$ cat src/rtl/mem_arbiter_if.sv
// Requester A/B handshake plus memory pin bundle for the shared-memory arbiter.
interface mem_arbiter_if #(
    parameter int unsigned WORD_SIZE = 16,
    parameter int unsigned ADDR_SIZE = 16
);
    // Requester A
    logic                 a_req;
    logic                 a_we;
    logic [ADDR_SIZE-1:0] a_addr;
    logic [WORD_SIZE-1:0] a_wdata;
    logic                 a_ack;
    logic [WORD_SIZE-1:0] a_rdata;
    // Requester B
    logic                 b_req;
    logic                 b_we;
    logic [ADDR_SIZE-1:0] b_addr;
    logic [WORD_SIZE-1:0] b_wdata;
    logic                 b_ack;
    logic [WORD_SIZE-1:0] b_rdata;
    // Memory pins
    logic [ADDR_SIZE-1:0] mem_addr;
    logic [WORD_SIZE-1:0] mem_data_in;
    logic                 mem_we;
    logic                 mem_oe;
    logic [WORD_SIZE-1:0] mem_data_out;
    // Status
    logic                 busy;
    logic                 grant_b;

    // Environment side: requesters and the memory's data_out
    modport master (
        output a_req, a_we, a_addr, a_wdata,
        output b_req, b_we, b_addr, b_wdata,
        output mem_data_out,
        input  a_ack, a_rdata, b_ack, b_rdata,
        input  mem_addr, mem_data_in, mem_we, mem_oe,
        input  busy, grant_b
    );

    // Arbiter side
    modport slave (
        input  a_req, a_we, a_addr, a_wdata,
        input  b_req, b_we, b_addr, b_wdata,
        input  mem_data_out,
        output a_ack, a_rdata, b_ack, b_rdata,
        output mem_addr, mem_data_in, mem_we, mem_oe,
        output busy, grant_b
    );
endinterface

$ cat src/rtl/mem_arbiter.sv
// Two-port round-robin arbiter/sequencer in front of a single-port memory.
// One access per IDLE -> ACCESS -> DONE pass; the winner gets a one-cycle ack in DONE.
module mem_arbiter #(
    parameter int unsigned WORD_SIZE = 16,
    parameter int unsigned ADDR_SIZE = 16
) (
    input  logic           clk,
    input  logic           rst,
    mem_arbiter_if.slave   bus
);

    typedef enum logic [1:0] {
        IDLE   = 2'd0,
        ACCESS = 2'd1,
        DONE   = 2'd2
    } state_t;

    state_t               state_q;
    logic                 we_q;
    logic [ADDR_SIZE-1:0] addr_q;
    logic [WORD_SIZE-1:0] wdata_q;
    logic                 last_b_q;
    logic                 grant_b_q;
    logic                 a_ack_q;
    logic                 b_ack_q;
    logic [WORD_SIZE-1:0] a_rdata_q;
    logic [WORD_SIZE-1:0] b_rdata_q;
    logic                 mem_we_q;
    logic                 mem_oe_q;
    logic                 busy_q;

    logic                 win_b;
    logic                 sel_we;
    logic [ADDR_SIZE-1:0] sel_addr;
    logic [WORD_SIZE-1:0] sel_wdata;

    // Round-robin winner: a lone requester wins, a tie goes to whoever did not go last
    always_comb begin
        win_b     = bus.b_req & (~bus.a_req | ~last_b_q);
        sel_we    = win_b ? bus.b_we    : bus.a_we;
        sel_addr  = win_b ? bus.b_addr  : bus.a_addr;
        sel_wdata = win_b ? bus.b_wdata : bus.a_wdata;
    end

    // Sequencer: latch one request in IDLE, drive the pins for one cycle, ack in DONE
    always_ff @(posedge clk) begin
        if (rst) begin
            state_q   <= IDLE;
            we_q      <= 1'b0;
            addr_q    <= '0;
            wdata_q   <= '0;
            last_b_q  <= 1'b1;
            grant_b_q <= 1'b0;
            a_ack_q   <= 1'b0;
            b_ack_q   <= 1'b0;
            a_rdata_q <= '0;
            b_rdata_q <= '0;
            mem_we_q  <= 1'b0;
            mem_oe_q  <= 1'b0;
            busy_q    <= 1'b0;
        end else begin
            unique case (state_q)
                IDLE: begin
                    if (bus.a_req || bus.b_req) begin
                        grant_b_q <= win_b;
                        last_b_q  <= win_b;
                        we_q      <= sel_we;
                        addr_q    <= sel_addr;
                        wdata_q   <= sel_wdata;
                        mem_we_q  <= sel_we;
                        mem_oe_q  <= ~sel_we;
                        busy_q    <= 1'b1;
                        state_q   <= ACCESS;
                    end
                end
                ACCESS: begin
                    mem_we_q <= 1'b0;
                    mem_oe_q <= 1'b0;
                    if (grant_b_q) begin
                        b_ack_q <= 1'b1;
                        if (!we_q) begin
                            b_rdata_q <= bus.mem_data_out;
                        end
                    end else begin
                        a_ack_q <= 1'b1;
                        if (!we_q) begin
                            a_rdata_q <= bus.mem_data_out;
                        end
                    end
                    state_q <= DONE;
                end
                DONE: begin
                    a_ack_q <= 1'b0;
                    b_ack_q <= 1'b0;
                    busy_q  <= 1'b0;
                    state_q <= IDLE;
                end
                default: begin
                    state_q <= IDLE;
                end
            endcase
        end
    end

    // Every output comes straight from a register
    assign bus.a_ack       = a_ack_q;
    assign bus.b_ack       = b_ack_q;
    assign bus.a_rdata     = a_rdata_q;
    assign bus.b_rdata     = b_rdata_q;
    assign bus.mem_addr    = addr_q;
    assign bus.mem_data_in = wdata_q;
    assign bus.mem_we      = mem_we_q;
    assign bus.mem_oe      = mem_oe_q;
    assign bus.busy        = busy_q;
    assign bus.grant_b     = grant_b_q;

endmodule

$ cat src/flat_wrapper.sv
// flat-port wrapper written by rule: the top's interface ports become plain ports
module mem_arbiter_flat 
#(
    parameter int unsigned WORD_SIZE = 16,
    parameter int unsigned ADDR_SIZE = 16
)
  (clk, rst, bus_a_req, bus_a_we, bus_a_addr, bus_a_wdata, bus_b_req, bus_b_we, bus_b_addr, bus_b_wdata, bus_mem_data_out, bus_a_ack, bus_a_rdata, bus_b_ack, bus_b_rdata, bus_mem_addr, bus_mem_data_in, bus_mem_we, bus_mem_oe, bus_busy, bus_grant_b);
  mem_arbiter_if #(.WORD_SIZE(WORD_SIZE), .ADDR_SIZE(ADDR_SIZE)) bus_i ();
  input  logic clk;
  input  logic rst;
  input wire logic [$bits(bus_i.a_req)-1:0] bus_a_req;
  input wire logic [$bits(bus_i.a_we)-1:0] bus_a_we;
  input wire logic [$bits(bus_i.a_addr)-1:0] bus_a_addr;
  input wire logic [$bits(bus_i.a_wdata)-1:0] bus_a_wdata;
  input wire logic [$bits(bus_i.b_req)-1:0] bus_b_req;
  input wire logic [$bits(bus_i.b_we)-1:0] bus_b_we;
  input wire logic [$bits(bus_i.b_addr)-1:0] bus_b_addr;
  input wire logic [$bits(bus_i.b_wdata)-1:0] bus_b_wdata;
  input wire logic [$bits(bus_i.mem_data_out)-1:0] bus_mem_data_out;
  output wire logic [$bits(bus_i.a_ack)-1:0] bus_a_ack;
  output wire logic [$bits(bus_i.a_rdata)-1:0] bus_a_rdata;
  output wire logic [$bits(bus_i.b_ack)-1:0] bus_b_ack;
  output wire logic [$bits(bus_i.b_rdata)-1:0] bus_b_rdata;
  output wire logic [$bits(bus_i.mem_addr)-1:0] bus_mem_addr;
  output wire logic [$bits(bus_i.mem_data_in)-1:0] bus_mem_data_in;
  output wire logic [$bits(bus_i.mem_we)-1:0] bus_mem_we;
  output wire logic [$bits(bus_i.mem_oe)-1:0] bus_mem_oe;
  output wire logic [$bits(bus_i.busy)-1:0] bus_busy;
  output wire logic [$bits(bus_i.grant_b)-1:0] bus_grant_b;
  assign bus_i.a_req = bus_a_req;
  assign bus_i.a_we = bus_a_we;
  assign bus_i.a_addr = bus_a_addr;
  assign bus_i.a_wdata = bus_a_wdata;
  assign bus_i.b_req = bus_b_req;
  assign bus_i.b_we = bus_b_we;
  assign bus_i.b_addr = bus_b_addr;
  assign bus_i.b_wdata = bus_b_wdata;
  assign bus_i.mem_data_out = bus_mem_data_out;
  assign bus_a_ack = bus_i.a_ack;
  assign bus_a_rdata = bus_i.a_rdata;
  assign bus_b_ack = bus_i.b_ack;
  assign bus_b_rdata = bus_i.b_rdata;
  assign bus_mem_addr = bus_i.mem_addr;
  assign bus_mem_data_in = bus_i.mem_data_in;
  assign bus_mem_we = bus_i.mem_we;
  assign bus_mem_oe = bus_i.mem_oe;
  assign bus_busy = bus_i.busy;
  assign bus_grant_b = bus_i.grant_b;
  mem_arbiter #(.WORD_SIZE(WORD_SIZE), .ADDR_SIZE(ADDR_SIZE)) u_core (.clk(clk), .rst(rst), .bus(bus_i));
endmodule
$ cat config.mk
export PLATFORM = sky130hd
export DESIGN_NAME = mem_arbiter_flat
export DESIGN_NICKNAME = d
export VERILOG_FILES = /design/src/rtl/mem_arbiter_if.sv /design/src/rtl/mem_arbiter.sv /design/src/flat_wrapper.sv
export SDC_FILE = /design/constraint.sdc
export NUM_CORES = 1
export LEC_CHECK = 0
export BUFFER_PORTS_ARGS = -buffer_cell sky130_fd_sc_hd__buf_4
export CELL_PAD_IN_SITES_DETAIL_PLACEMENT = 0
export CELL_PAD_IN_SITES_GLOBAL_PLACEMENT = 2
export CORE_MARGIN = 3
export CORE_UTILIZATION = 23
export DETAILED_ROUTE_END_ITERATION = 8
export GPL_TIMING_DRIVEN = 1
export PLACE_DENSITY = 0.88
export SKIP_LAST_GASP = 1
export SYNTH_ARGS = -nofsm -noshare
export SYNTH_HDL_FRONTEND = slang
export SYNTH_SLANG_ARGS = --single-unit
$ cat constraint.sdc
create_clock -name clk -period 1.5 [get_ports clk]
set_input_delay 0.075 -clock clk [delete_from_list [all_inputs] [get_ports clk]]
set_output_delay 0.075 -clock clk [all_outputs]
set_load 0.05 [all_outputs]
==> flow_metrics.env <==
export IMPL_hpwl_um=6980
export IMPL_syn_avg_cell_area_sq_um=8.00
export IMPL_htree_levels=3
export IMPL_crit_start="u_core.state_q[1]$_SDFFE_PP0P_"
export IMPL_tightest_slew_ps=508
export IMPL_final_setup_viol_count=0
export IMPL_crit_path_start_kind="register"
export IMPL_synth_top_area_share_pct=51.3
export IMPL_cp_max_fo=16
export IMPL_maxCapViolations=0
export IMPL_insertion_delay_ps=320
export IMPL_cts_tree="yes"
export IMPL_timing_fmax_ghz=0.741
export IMPL_postRouteAntennaNets=0
export IMPL_vias_per_cell=4.39
export IMPL_grt_pass1_vias=3094
export IMPL_clkTransAtPathRegs_ps=60
export IMPL_dp_cells=667
export IMPL_r2r_end="u_core.bus.a_rdata[8]$_SDFFE_PP0P_"
export IMPL_max_vdd_ir_drop_mv=0.479
export IMPL_required_ps=1690
export IMPL_synth_warnings=0
export IMPL_comb_power_share_pct=25.4
export IMPL_period_needed_ps=1350
export IMPL_clock_sinks=74
export IMPL_drc=0
export IMPL_numCtsBuffers=9
export IMPL_crit_path_end_kind="register"
export IMPL_core_area_sq_mm=0.0122
export IMPL_hold_class="in2reg"
export IMPL_ys_types=25
export IMPL_rsz0062_at_grt="false"
export IMPL_setup_tns_ps=0
export IMPL_power_switching_mw=1.84
export IMPL_setup_worst_path_end="u_core.bus.a_rdata[8]$_SDFFE_PP0P_"
export IMPL_root_buffer="clkbuf_16"
export IMPL_drive_above_1_share_pct=35.4
export IMPL_cellPowerDensity_mw_per_mm2=1240
export IMPL_holdWs_ps=15.9
export IMPL_p_int_mw=4.00
export IMPL_die_area_sq_mm=0.0139
export IMPL_rows=40
export IMPL_start_util_pct=23.7
export IMPL_period_share_pct=90.0
export IMPL_post_dp_cell_area_sq_mm=0.00428
export IMPL_track_usage_pct=13.5
export IMPL_drt_first_pass_iters=4
export IMPL_slowest_delay_ps=370
export IMPL_finalHoldViolations=0
export IMPL_drv_slew=0
export IMPL_status="finished clean"
export IMPL_crit_arrival_ps=1540
export IMPL_cp_slowest_cell="dfxtp_1"
export IMPL_synth_cells=361
export IMPL_grt_max_degree=58
export IMPL_detail_route_wl_per_cell_um=13.6
export IMPL_layout_common_cells="buf_4 (160), nand2_1 (133), dfxtp_1 (72)"
export IMPL_path_cells="nand2b_4 -> or3_1 -> buf_4 -> nand2_1 -> a21oi_1"
export IMPL_fp_dieH_um=118
export IMPL_fp_dieW_um=118
export IMPL_rr_worst_depth=5
export IMPL_synth_net_count=447
export IMPL_syn_to_final_growth_pct=63.0
export IMPL_portBuffers=155
export IMPL_ys_seq_area_share_pct=51.3
export IMPL_r2r_start="u_core.state_q[1]$_SDFFE_PP0P_"
export IMPL_cts_buffer_depth=2
export IMPL_routabilityCongestion=0.752
export IMPL_syn_area_sq_mm=0.00289
export IMPL_routed_wl_um=9470
export IMPL_antenna_found_initial=0
export IMPL_p_sw_share_pct=31.5
export IMPL_finalNonFillerCells=696
export IMPL_yosys_top_cells_area="dfxtp_1 (51%), nand2_1 (17%), a311oi_1 (9.7%), a21oi_1 (6.2%), nor2_1 (5.1%)"
export IMPL_antennaDiodeCount=0
export IMPL_num_io_pins=156
export IMPL_worstSetupPathType="reg2reg"
export IMPL_clock_skew_ps=4.53
export IMPL_seqPwrFrac_pct=38.2
export IMPL_p_clk_share_pct=36.4
export IMPL_cellLeakagePower_nw=2.06
export IMPL_design_area_sq_mm=0.00471
export IMPL_overflow=0
export IMPL_r2r_setup_slack_ps=150
export IMPL_ys_ff_latch=74
export IMPL_layout_commonest_cell="buf_4"
export IMPL_drt_initial_drc_count=100
export IMPL_slew_headroom_pct=66.1
export IMPL_fin_nets=609
export IMPL_via_count=3054
export IMPL_grt_pass1_wl_um=15400
export IMPL_yosys_area_top_type="dfxtp_1"
==> cell families after synthesis <==
| logic type | count (synthesis) | synth area share, % |
|---|---|---|
| simple gates | 184 | 26.1 |
| compound gates | 74 | 17.5 |
| flops | 74 | 51.3 |
| buf+inv | 27 | 4.42 |
| mux | 2 | 0.694 |
==> state kept, by name, indices dropped and copies added (netlist names), 2 cells and up <==
register and cells:
u_core.bus.mem_data_in 16, u_core.bus.mem_addr 16, u_core.bus.a_rdata 16, u_core.bus.b_rdata 16
u_core.state_q 2
==> synthesized netlist by cell type <==
master    instances
buf_4             1
a22oi_1           1
nand2_1         133
o21ai_0           2
dfxtp_1          74
a311oi_1         32
clkbuf_1         12
nand2b_4          1
nor3_2            1
mux2i_1           2
nor3_4            1
nor2_1           39
or3_1             2
a21oi_1          36
a21boi_2          1
nor2b_1           2
nand2b_1          1
nor3_1            2
buf_2            12
buf_1             1
nand3b_1          1
buf_6             1
o31ai_1           1
a211oi_1          1
nor3b_4           1
==> how the worst min path moves through the flow <==
stage	depth (start not counted)	slack, ps	end	from
2_1_floorplan	2	210	u_core.bus.a_rdata[10]$_SDFFE_PP0P_	bus_mem_data_out[10]
4_1_cts	3	0.2	u_core.bus.a_rdata[10]$_SDFFE_PP0P_	bus_mem_data_out[10]
5_1_grt	3	10	u_core.bus.mem_addr[7]$_SDFFE_PP0P_	bus_b_addr[7]
3_3_place_gp	3	340	u_core.bus.b_rdata[12]$_SDFFE_PP0P_	bus_mem_data_out[12]
6_report	3	20	u_core.bus.b_rdata[13]$_SDFFE_PP0P_	bus_mem_data_out[13]
3_5_place_dp	3	340	u_core.bus.b_rdata[6]$_SDFFE_PP0P_	bus_mem_data_out[6]
==> worst max-delay path: cells and delay by family, from the launching register on <==
| kind | cells | cell delay (ps) |
|---|---|---|
| AOI/OAI and AO/OA | 1 | 60 |
| and+or+nand+nor | 3 | 590 |
| buffers and inverters | 1 | 200 |
| DFF | 1 | 370 |
==> area by class of cell <==
type / instances / area [sq um]
multi-input cells: 260 / 1280
clock inverters: 5 / 53.8
fillers: 1290 / 7460
repair buffers: 178 / 1430
clock buffers: 11 / 243
flip-flops and latches: 74 / 1480
well taps: 168 / 210
==> routing by layer <==
layer | global-route usage [%] | routed length [um]
met4 | 5.05 | 128
met3 | 6.20 | 1050
met2 | 21.7 | 4200
met5 | 0 | 0
met1 | 15.9 | 4090
==> repair_timing <==
action / in CTS / in global routing
hold buffers: 13 / 0
resized for setup: 0 / 1
setup endpoints to repair: 0 / 1
buffers inserted: 0 / 0
hold endpoints to repair: 21 / 0
==> power groups by stage <==
stage	combinational [mW]	sequential [mW]	clock [mW]
global route	1.59	2.25	2.28
floorplan	0.404	2.76	0
finish	1.49	2.23	2.12
global placement	1.47	2.27	0
detailed placement	1.48	2.27	0
CTS	1.51	2.23	2.20
==> through the flow <==
| stage | total power [mW] | setup slack, ps | utilization (%) |
|---|---|---|---|
| after floorplan | 3.17 | 160 | - |
| after global placement | 3.73 | 133 | 35.2 |
| after detailed placement | 3.75 | 97.2 | 35.2 |
| after CTS | 5.94 | 90.6 | 38.7 |
| after global routing | 6.13 | 14.4 | 38.7 |
| final | 5.84 | 150 | 38.7 |
Note: power is estimated with default switching activity, not from simulation.
